$ cat config.mk
export PLATFORM = sky130hd
export DESIGN_NAME = perceptron_weight_update_flat
export DESIGN_NICKNAME = d
export VERILOG_FILES = /design/src/rtl/perceptron_pkg.sv /design/src/rtl/perceptron_weight_update_if.sv /design/src/rtl/perceptron_weight_update_fx_mul_sat.sv /design/src/rtl/perceptron_weight_update.sv /design/src/flat_wrapper.sv
export SDC_FILE = /design/constraint.sdc
export NUM_CORES = 1
export LEC_CHECK = 0
export CAP_MARGIN = 5
export CORE_UTILIZATION = 55
export DETAILED_ROUTE_END_ITERATION = 10
export DONT_BUFFER_PORTS = 1
export PLACE_DENSITY = 0.74
export RECOVER_POWER = 50
export SYNTH_ARGS = -nofsm -noshare
export SYNTH_HDL_FRONTEND = slang
export SYNTH_HIERARCHICAL = 1
export SYNTH_SLANG_ARGS = --single-unit
$ cat constraint.sdc
create_clock -name clk -period 13.3 [get_ports clk]
set_clock_uncertainty 0.2 [all_clocks]
set_input_delay 2.66 -clock clk [delete_from_list [all_inputs] [get_ports clk]]
set_output_delay 2.66 -clock clk [all_outputs]
set_load 0.03 [all_outputs]
$ cat src/rtl/perceptron_pkg.sv
// Shared fixed-point types, limits and FSM encoding for the perceptron training path.
// Words are signed Q2.3: 1.0 = 6'sd8, range [-4.0, +3.875].
package perceptron_pkg;

    typedef logic signed [5:0] fx_t;

    localparam fx_t FX_ONE = 6'sd8;
    localparam fx_t FX_MAX = 6'sd31;
    localparam fx_t FX_MIN = fx_t'(6'b100000);

    typedef enum logic [1:0] {
        IDLE   = 2'd0,
        CHECK  = 2'd1,
        UPDATE = 2'd2,
        DONE   = 2'd3
    } state_t;

endpackage

$ cat src/rtl/perceptron_weight_update_if.sv
// Control, operand and weight-store port bundle for perceptron_weight_update.
// slave = the update engine; master = whoever drives it and owns the weight store.
interface perceptron_weight_update_if #(
    parameter int N_INPUTS = 4,
    parameter int WIDTH    = 6,
    parameter int AW       = $clog2(N_INPUTS + 1)
);
    logic                       start;
    logic [N_INPUTS*WIDTH-1:0]  x_in;
    logic                       target;
    logic                       y_pred;
    logic signed [WIDTH-1:0]    lr;
    logic                       clr_mistakes;
    logic signed [WIDTH-1:0]    w_rd_data;
    logic [AW-1:0]              w_addr;
    logic signed [WIDTH-1:0]    w_wr_data;
    logic                       w_wr_en;
    logic                       busy;
    logic                       done;
    logic [7:0]                 mistakes;

    modport slave (
        input  start, x_in, target, y_pred, lr, clr_mistakes, w_rd_data,
        output w_addr, w_wr_data, w_wr_en, busy, done, mistakes
    );

    modport master (
        output start, x_in, target, y_pred, lr, clr_mistakes, w_rd_data,
        input  w_addr, w_wr_data, w_wr_en, busy, done, mistakes
    );
endinterface

$ cat src/rtl/perceptron_weight_update_fx_mul_sat.sv
// One learning-rule term: a*b, arithmetic shift right by FRAC (floor), clamp to WIDTH.
// Purely combinational.
module fx_mul_sat #(
    parameter int WIDTH = 6,
    parameter int FRAC  = 3
) (
    input  logic signed [WIDTH-1:0] a,
    input  logic signed [WIDTH-1:0] b,
    output logic signed [WIDTH-1:0] y
);
    localparam logic signed [2*WIDTH-1:0] HI = {{(WIDTH+1){1'b0}}, {(WIDTH-1){1'b1}}};
    localparam logic signed [2*WIDTH-1:0] LO = {{(WIDTH+1){1'b1}}, {(WIDTH-1){1'b0}}};

    logic signed [2*WIDTH-1:0] prod;
    logic signed [2*WIDTH-1:0] shf;

    always_comb begin
        prod = a * b;
        shf  = prod >>> FRAC;
        if (shf > HI)      y = HI[WIDTH-1:0];
        else if (shf < LO) y = LO[WIDTH-1:0];
        else               y = shf[WIDTH-1:0];
    end
endmodule

$ cat src/rtl/perceptron_weight_update.sv
// Perceptron learning rule: on a misclassification, rewrites every weight once per cycle.
// PERCEPTRON_BIAS_EN adds one extra pass step at index N_INPUTS with x = 1.0.
module perceptron_weight_update
    import perceptron_pkg::*;
#(
    parameter int N_INPUTS = 4,
    parameter int WIDTH    = 6,
    parameter int FRAC     = 3
) (
    input  logic                        clk,
    input  logic                        reset_l,
    perceptron_weight_update_if.slave   wif
);
    localparam int AW = $clog2(N_INPUTS + 1);
`ifdef PERCEPTRON_BIAS_EN
    localparam int W_CNT = N_INPUTS + 1;
`else
    localparam int W_CNT = N_INPUTS;
`endif
    localparam logic [AW-1:0] LAST = AW'(W_CNT - 1);
    localparam logic signed [WIDTH:0] SUM_HI = {2'b00, {(WIDTH-1){1'b1}}};
    localparam logic signed [WIDTH:0] SUM_LO = {2'b11, {(WIDTH-1){1'b0}}};

    state_t                    state_q, state_d;
    logic [N_INPUTS*WIDTH-1:0] x_q, x_d;
    logic                      tgt_q, tgt_d;
    logic                      ypred_q, ypred_d;
    logic signed [WIDTH-1:0]   lr_q, lr_d;
    logic [AW-1:0]             idx_q, idx_d;
    logic [7:0]                mistakes_q, mistakes_d;

    logic signed [WIDTH-1:0]   x_sel;
    logic signed [WIDTH-1:0]   delta;
    logic signed [WIDTH:0]     w_ext, d_ext, sum;
    logic signed [WIDTH-1:0]   sum_sat;
    logic                      err;

    assign err = (tgt_q != ypred_q);

    always_comb begin
        state_d = state_q;
        x_d     = x_q;
        tgt_d   = tgt_q;
        ypred_d = ypred_q;
        lr_d    = lr_q;
        case (state_q)
            IDLE: begin
                if (wif.start) begin
                    state_d = CHECK;
                    x_d     = wif.x_in;
                    tgt_d   = wif.target;
                    ypred_d = wif.y_pred;
                    lr_d    = wif.lr;
                end
            end
            CHECK:   state_d = err ? UPDATE : DONE;
            UPDATE:  if (idx_q == LAST) state_d = DONE;
            DONE:    state_d = IDLE;
            default: state_d = IDLE;
        endcase
    end

    always_ff @(posedge clk or negedge reset_l) begin
        if (!reset_l) begin
            state_q <= IDLE;
            x_q     <= '0;
            tgt_q   <= 1'b0;
            ypred_q <= 1'b0;
            lr_q    <= '0;
        end else begin
            state_q <= state_d;
            x_q     <= x_d;
            tgt_q   <= tgt_d;
            ypred_q <= ypred_d;
            lr_q    <= lr_d;
        end
    end

    always_comb begin
        idx_d = idx_q;
        if (state_q == CHECK)       idx_d = '0;
        else if (state_q == UPDATE) idx_d = idx_q + 1'b1;
    end

    always_ff @(posedge clk or negedge reset_l) begin
        if (!reset_l) idx_q <= '0;
        else          idx_q <= idx_d;
    end

    // Clear wins over a same-cycle increment.
    always_comb begin
        mistakes_d = mistakes_q;
        if (wif.clr_mistakes)
            mistakes_d = '0;
        else if (state_q == CHECK && err && mistakes_q != 8'hFF)
            mistakes_d = mistakes_q + 8'd1;
    end

    always_ff @(posedge clk or negedge reset_l) begin
        if (!reset_l) mistakes_q <= '0;
        else          mistakes_q <= mistakes_d;
    end

    always_comb begin
        x_sel = '0;
        for (int i = 0; i < N_INPUTS; i++) begin
            if (idx_q == AW'(i)) x_sel = x_q[i*WIDTH +: WIDTH];
        end
`ifdef PERCEPTRON_BIAS_EN
        if (idx_q == AW'(N_INPUTS)) x_sel = WIDTH'(FX_ONE);
`endif
    end

    fx_mul_sat #(.WIDTH(WIDTH), .FRAC(FRAC)) u_mul (
        .a (lr_q),
        .b (x_sel),
        .y (delta)
    );

    // Sign of the error selects add or subtract; one guard bit makes it overflow-free.
    always_comb begin
        w_ext = {wif.w_rd_data[WIDTH-1], wif.w_rd_data};
        d_ext = {delta[WIDTH-1], delta};
        sum   = tgt_q ? (w_ext + d_ext) : (w_ext - d_ext);
        if (sum > SUM_HI)      sum_sat = SUM_HI[WIDTH-1:0];
        else if (sum < SUM_LO) sum_sat = SUM_LO[WIDTH-1:0];
        else                   sum_sat = sum[WIDTH-1:0];
    end

    always_comb begin
        wif.w_wr_en   = (state_q == UPDATE);
        wif.w_addr    = wif.w_wr_en ? idx_q : '0;
        wif.w_wr_data = wif.w_wr_en ? sum_sat : '0;
        wif.busy      = (state_q != IDLE);
        wif.done      = (state_q == DONE);
        wif.mistakes  = mistakes_q;
    end
endmodule

$ cat src/flat_wrapper.sv
// flat-port wrapper written by rule: the top's interface ports become plain ports
module perceptron_weight_update_flat import perceptron_pkg::*;
#(
    parameter int N_INPUTS = 4,
    parameter int WIDTH    = 6,
    parameter int FRAC     = 3
)
  (clk, reset_l, wif_start, wif_x_in, wif_target, wif_y_pred, wif_lr, wif_clr_mistakes, wif_w_rd_data, wif_w_addr, wif_w_wr_data, wif_w_wr_en, wif_busy, wif_done, wif_mistakes);
  perceptron_weight_update_if #(.N_INPUTS(N_INPUTS), .WIDTH(WIDTH)) wif_i ();
  input  logic clk;
  input  logic reset_l;
  input wire logic [$bits(wif_i.start)-1:0] wif_start;
  input wire logic [$bits(wif_i.x_in)-1:0] wif_x_in;
  input wire logic [$bits(wif_i.target)-1:0] wif_target;
  input wire logic [$bits(wif_i.y_pred)-1:0] wif_y_pred;
  input wire logic [$bits(wif_i.lr)-1:0] wif_lr;
  input wire logic [$bits(wif_i.clr_mistakes)-1:0] wif_clr_mistakes;
  input wire logic [$bits(wif_i.w_rd_data)-1:0] wif_w_rd_data;
  output wire logic [$bits(wif_i.w_addr)-1:0] wif_w_addr;
  output wire logic [$bits(wif_i.w_wr_data)-1:0] wif_w_wr_data;
  output wire logic [$bits(wif_i.w_wr_en)-1:0] wif_w_wr_en;
  output wire logic [$bits(wif_i.busy)-1:0] wif_busy;
  output wire logic [$bits(wif_i.done)-1:0] wif_done;
  output wire logic [$bits(wif_i.mistakes)-1:0] wif_mistakes;
  assign wif_i.start = wif_start;
  assign wif_i.x_in = wif_x_in;
  assign wif_i.target = wif_target;
  assign wif_i.y_pred = wif_y_pred;
  assign wif_i.lr = wif_lr;
  assign wif_i.clr_mistakes = wif_clr_mistakes;
  assign wif_i.w_rd_data = wif_w_rd_data;
  assign wif_w_addr = wif_i.w_addr;
  assign wif_w_wr_data = wif_i.w_wr_data;
  assign wif_w_wr_en = wif_i.w_wr_en;
  assign wif_busy = wif_i.busy;
  assign wif_done = wif_i.done;
  assign wif_mistakes = wif_i.mistakes;
  perceptron_weight_update #(.N_INPUTS(N_INPUTS), .WIDTH(WIDTH), .FRAC(FRAC)) u_core (.clk(clk), .reset_l(reset_l), .wif(wif_i));
endmodule
==> results.md <==
* Outcome: complete, no violations
* Top delay family on crit path: adder cells
* Initial antenna violation count at 0
* WL met1 at 3.37 mm
* Diode count at 0
* CTS resizes at 0
* Area leader, netlist: dfrtp_1
* Starting Density at 56.6%
* Synthesized area per cell at 10.2 um^2
* Syn nets at 505
* Post-DP Area at 0.00417 mm^2
* Setup TNS at 0 ns
* H-tree levels at 2
* CP endpoint kind: output port
* Die extent in x at 88.2 um
* Bufs and invs on worst path at 4
* Residual DRC at 0
* Layout cells sized above 1 at 15.3%
* # hold bufs at CTS at 0
* Async S/R FF share, synth at 100%
* Share of the synthesized area in the top cell type at 27.6%
* Max Clk Rate at 84.2 MHz
* Data arrival time of the critical path at 9.01 ns
* Clk Latency, worst-skew pair at 0.29 ns
* Vias in the first global route at 2932
* DR pass1 iterations at 4
* Worst Hold Class: flop to flop
* Core Box Area at 0.00721 mm^2
* Final Cycle Share at 89.3%
* Largest net degree at the start of global routing at 46
* RSZ-0062 raised after global routing: false
* Post-CTS Setup Inserts at 0
* Gr ovfl total at 0
* CTS tree: yes
* Req. time, crit path at 10.44 ns
* Clock Pin Slew Worst Setup and Hold Paths at 0.08 ns
* Post-DP HPWL at 6.32 mm
* #FFs+latches synth at 45
* Minimum clock period at 11.87 ns
* IO Pins at 62
* Crit path launch type: flop
* Routed vias/inst at 5.82
* CP max stage cell: o31ai_1
* Final nets at 504
* Die Y-Extent at 88.2 um
* Post-synth EDFFs at 0
* Hold Fails Final Rpt at 0
* Final Setup Violations at 0
* Die ar. at 0.00778 mm^2
* CTS Buf Count at 5
* Top sig layer: met4
* Synth Flop Type: dfrtp_1
* CTS max path bufs at 2
* Placer Congestion at 0.884
* Ys Warns at 6
* Initial DRC Count at 64
* Worst-path maximum fanout at 12
* Global-route usage over all layers at 21.8%
* Met2 Wirelength at 4.04 mm
* Synth Instances at 399
* Row cnt at 31
* Seq/Total Area, Yosys at 27.6%
* Max Slew Vio Count at 0
* Root Buffer: clkbuf_8
* Antenna-violating nets left at 0
* Synthesized cell area at 0.00409 mm^2
* First-pass GRT wire length at 13.3 mm
* Fill cells at 649
* Max Cap Viol at 0
* CP Class: flop to output port
* Routed wl met3 at 314 um
* P&R area growth vs syn at 4.23%
* Worst slew pin tran at 0.982 ns
* Drt wl/cell at 15.8 um
* Final wirelength at 7.85 mm
* Critical path's largest stage delay at 0.84 ns
* Design area at 0.00426 mm^2
* Vias at 2894
* Count of cell types in the netlist at 56
* Port Buffers at 0
* Slew Limit Headroom at 33.9%
* Clock Sink Count at 45
* Top post-synthesis cells by area: dfrtp_1, fa_1, ha_1
[worst reg2reg max path: cells and delay by family, from the launching register on]
family	cells	cell delay [ns]
adders and majority gates	1	0.46
DFF	1	0.44
buffers and inverters	2	0.41
muxes	1	0.38
AOI/OAI and AO/OA	1	0.35
[cell families after synthesis]
logic type,synth area share [%]
adder cells (fa/ha/maj),24.6
XOR/XNOR,5.33
buffers and inverters,4.78
flip-flops,27.6
AND/OR/NAND/NOR,14.6
AO/OA/AOI/OAI,13.0
multiplexers,10.2
[flip-flops by register name, summed over array words and instances (netlist names)]
signal	flops
u_core/wif.mistakes	8
u_core/idx_q	3
u_core/x_q	24
u_core/lr_q	6
u_core/state_q	2
u_core/ypred_q	1
u_core/tgt_q	1
[placed cells by master (no fill, tap or decap), types with 3 or more instances in the layout]
| cell type | Yosys | routed |
|---|---|---|
| a21oi_1 | 16 | 16 |
| clkbuf_8 | 0 | 6 |
| nor3_1 | 5 | 5 |
| fa_1 | 27 | 27 |
| xor2_1 | 10 | 10 |
| dfrtp_1 | 45 | 45 |
| o31ai_1 | 4 | 4 |
| nor2_1 | 26 | 26 |
| inv_1 | 39 | 39 |
| xnor2_1 | 6 | 6 |
| a22oi_1 | 5 | 5 |
| o21ai_0 | 21 | 21 |
| nand3_1 | 6 | 6 |
| ha_1 | 37 | 37 |
| and2_1 | 18 | 18 |
| a22o_1 | 6 | 6 |
| o211ai_1 | 3 | 3 |
| nand4_1 | 3 | 3 |
| nand2_1 | 30 | 30 |
| nor2b_1 | 5 | 5 |
| mux2_2 | 36 | 36 |
| nand2b_1 | 3 | 3 |
[cell type report]
class                   count  area (um^2)  share of cell area [%]
multi-input cells         306         2770                    64.9
flip-flops and latches     45         1130                    26.4
inverters                  39          146                    3.44
well taps                  99          124                    2.91
clock buffers               6         82.6                    1.94
clock inverters             1         7.51                   0.176
repair buffers              1         7.51                   0.176
[routing by layer]
layer  GRT usage (%)  up-vias
met4            6.16        0
li1                -     1382
met3            4.15       12
met5               0        -
met2            38.5       56
met1            27.2     1444
[cell usage after synthesis (all sizes together), types with 5 or more instances]
master,count
nand3,6
nand2,30
a22o,6
a22oi,6
nor2b,5
dfrtp,45
nor2,26
and2,18
xnor2,7
ha,37
inv,39
a21oi,16
nor3,6
buf,6
xor2,11
o21ai,21
fa,27
mux2,36
[metrics by stage]
stage	hold slack, ns	std cells	setup WS (ns)	utilization (%)
finish	0.314	497	1.43	59.0
detailed placement	0.295	490	1.78	57.8
global route	0.328	497	0.898	59.0
CTS	0.315	497	1.44	59.0
floorplan	0.279	399	2.56	-
global placement	0.287	490	2.05	57.8
[path summary, 6_finish.rpt]
path                                          endpoint  slack [ns]  depth (start not counted)               from
max in group asynchronous               u_core/x_q[22]       10.96                          0            reset_l
worst max register to register       u_core/state_q[1]       10.96                          5  u_core/state_q[0]
worst min-delay path                    u_core/x_q[15]        0.31                          1     u_core/x_q[15]
min in group asynchronous       u_core/wif.mistakes[6]        1.85                          0            reset_l
worst max-delay path                  wif_w_wr_data[2]        1.43                         28    u_core/idx_q[1]
worst min register to register          u_core/x_q[15]        0.31                          1     u_core/x_q[15]
Power is not shown: default switching activity piles up to over one toggle a cycle in this logic, so the estimate is an artifact.
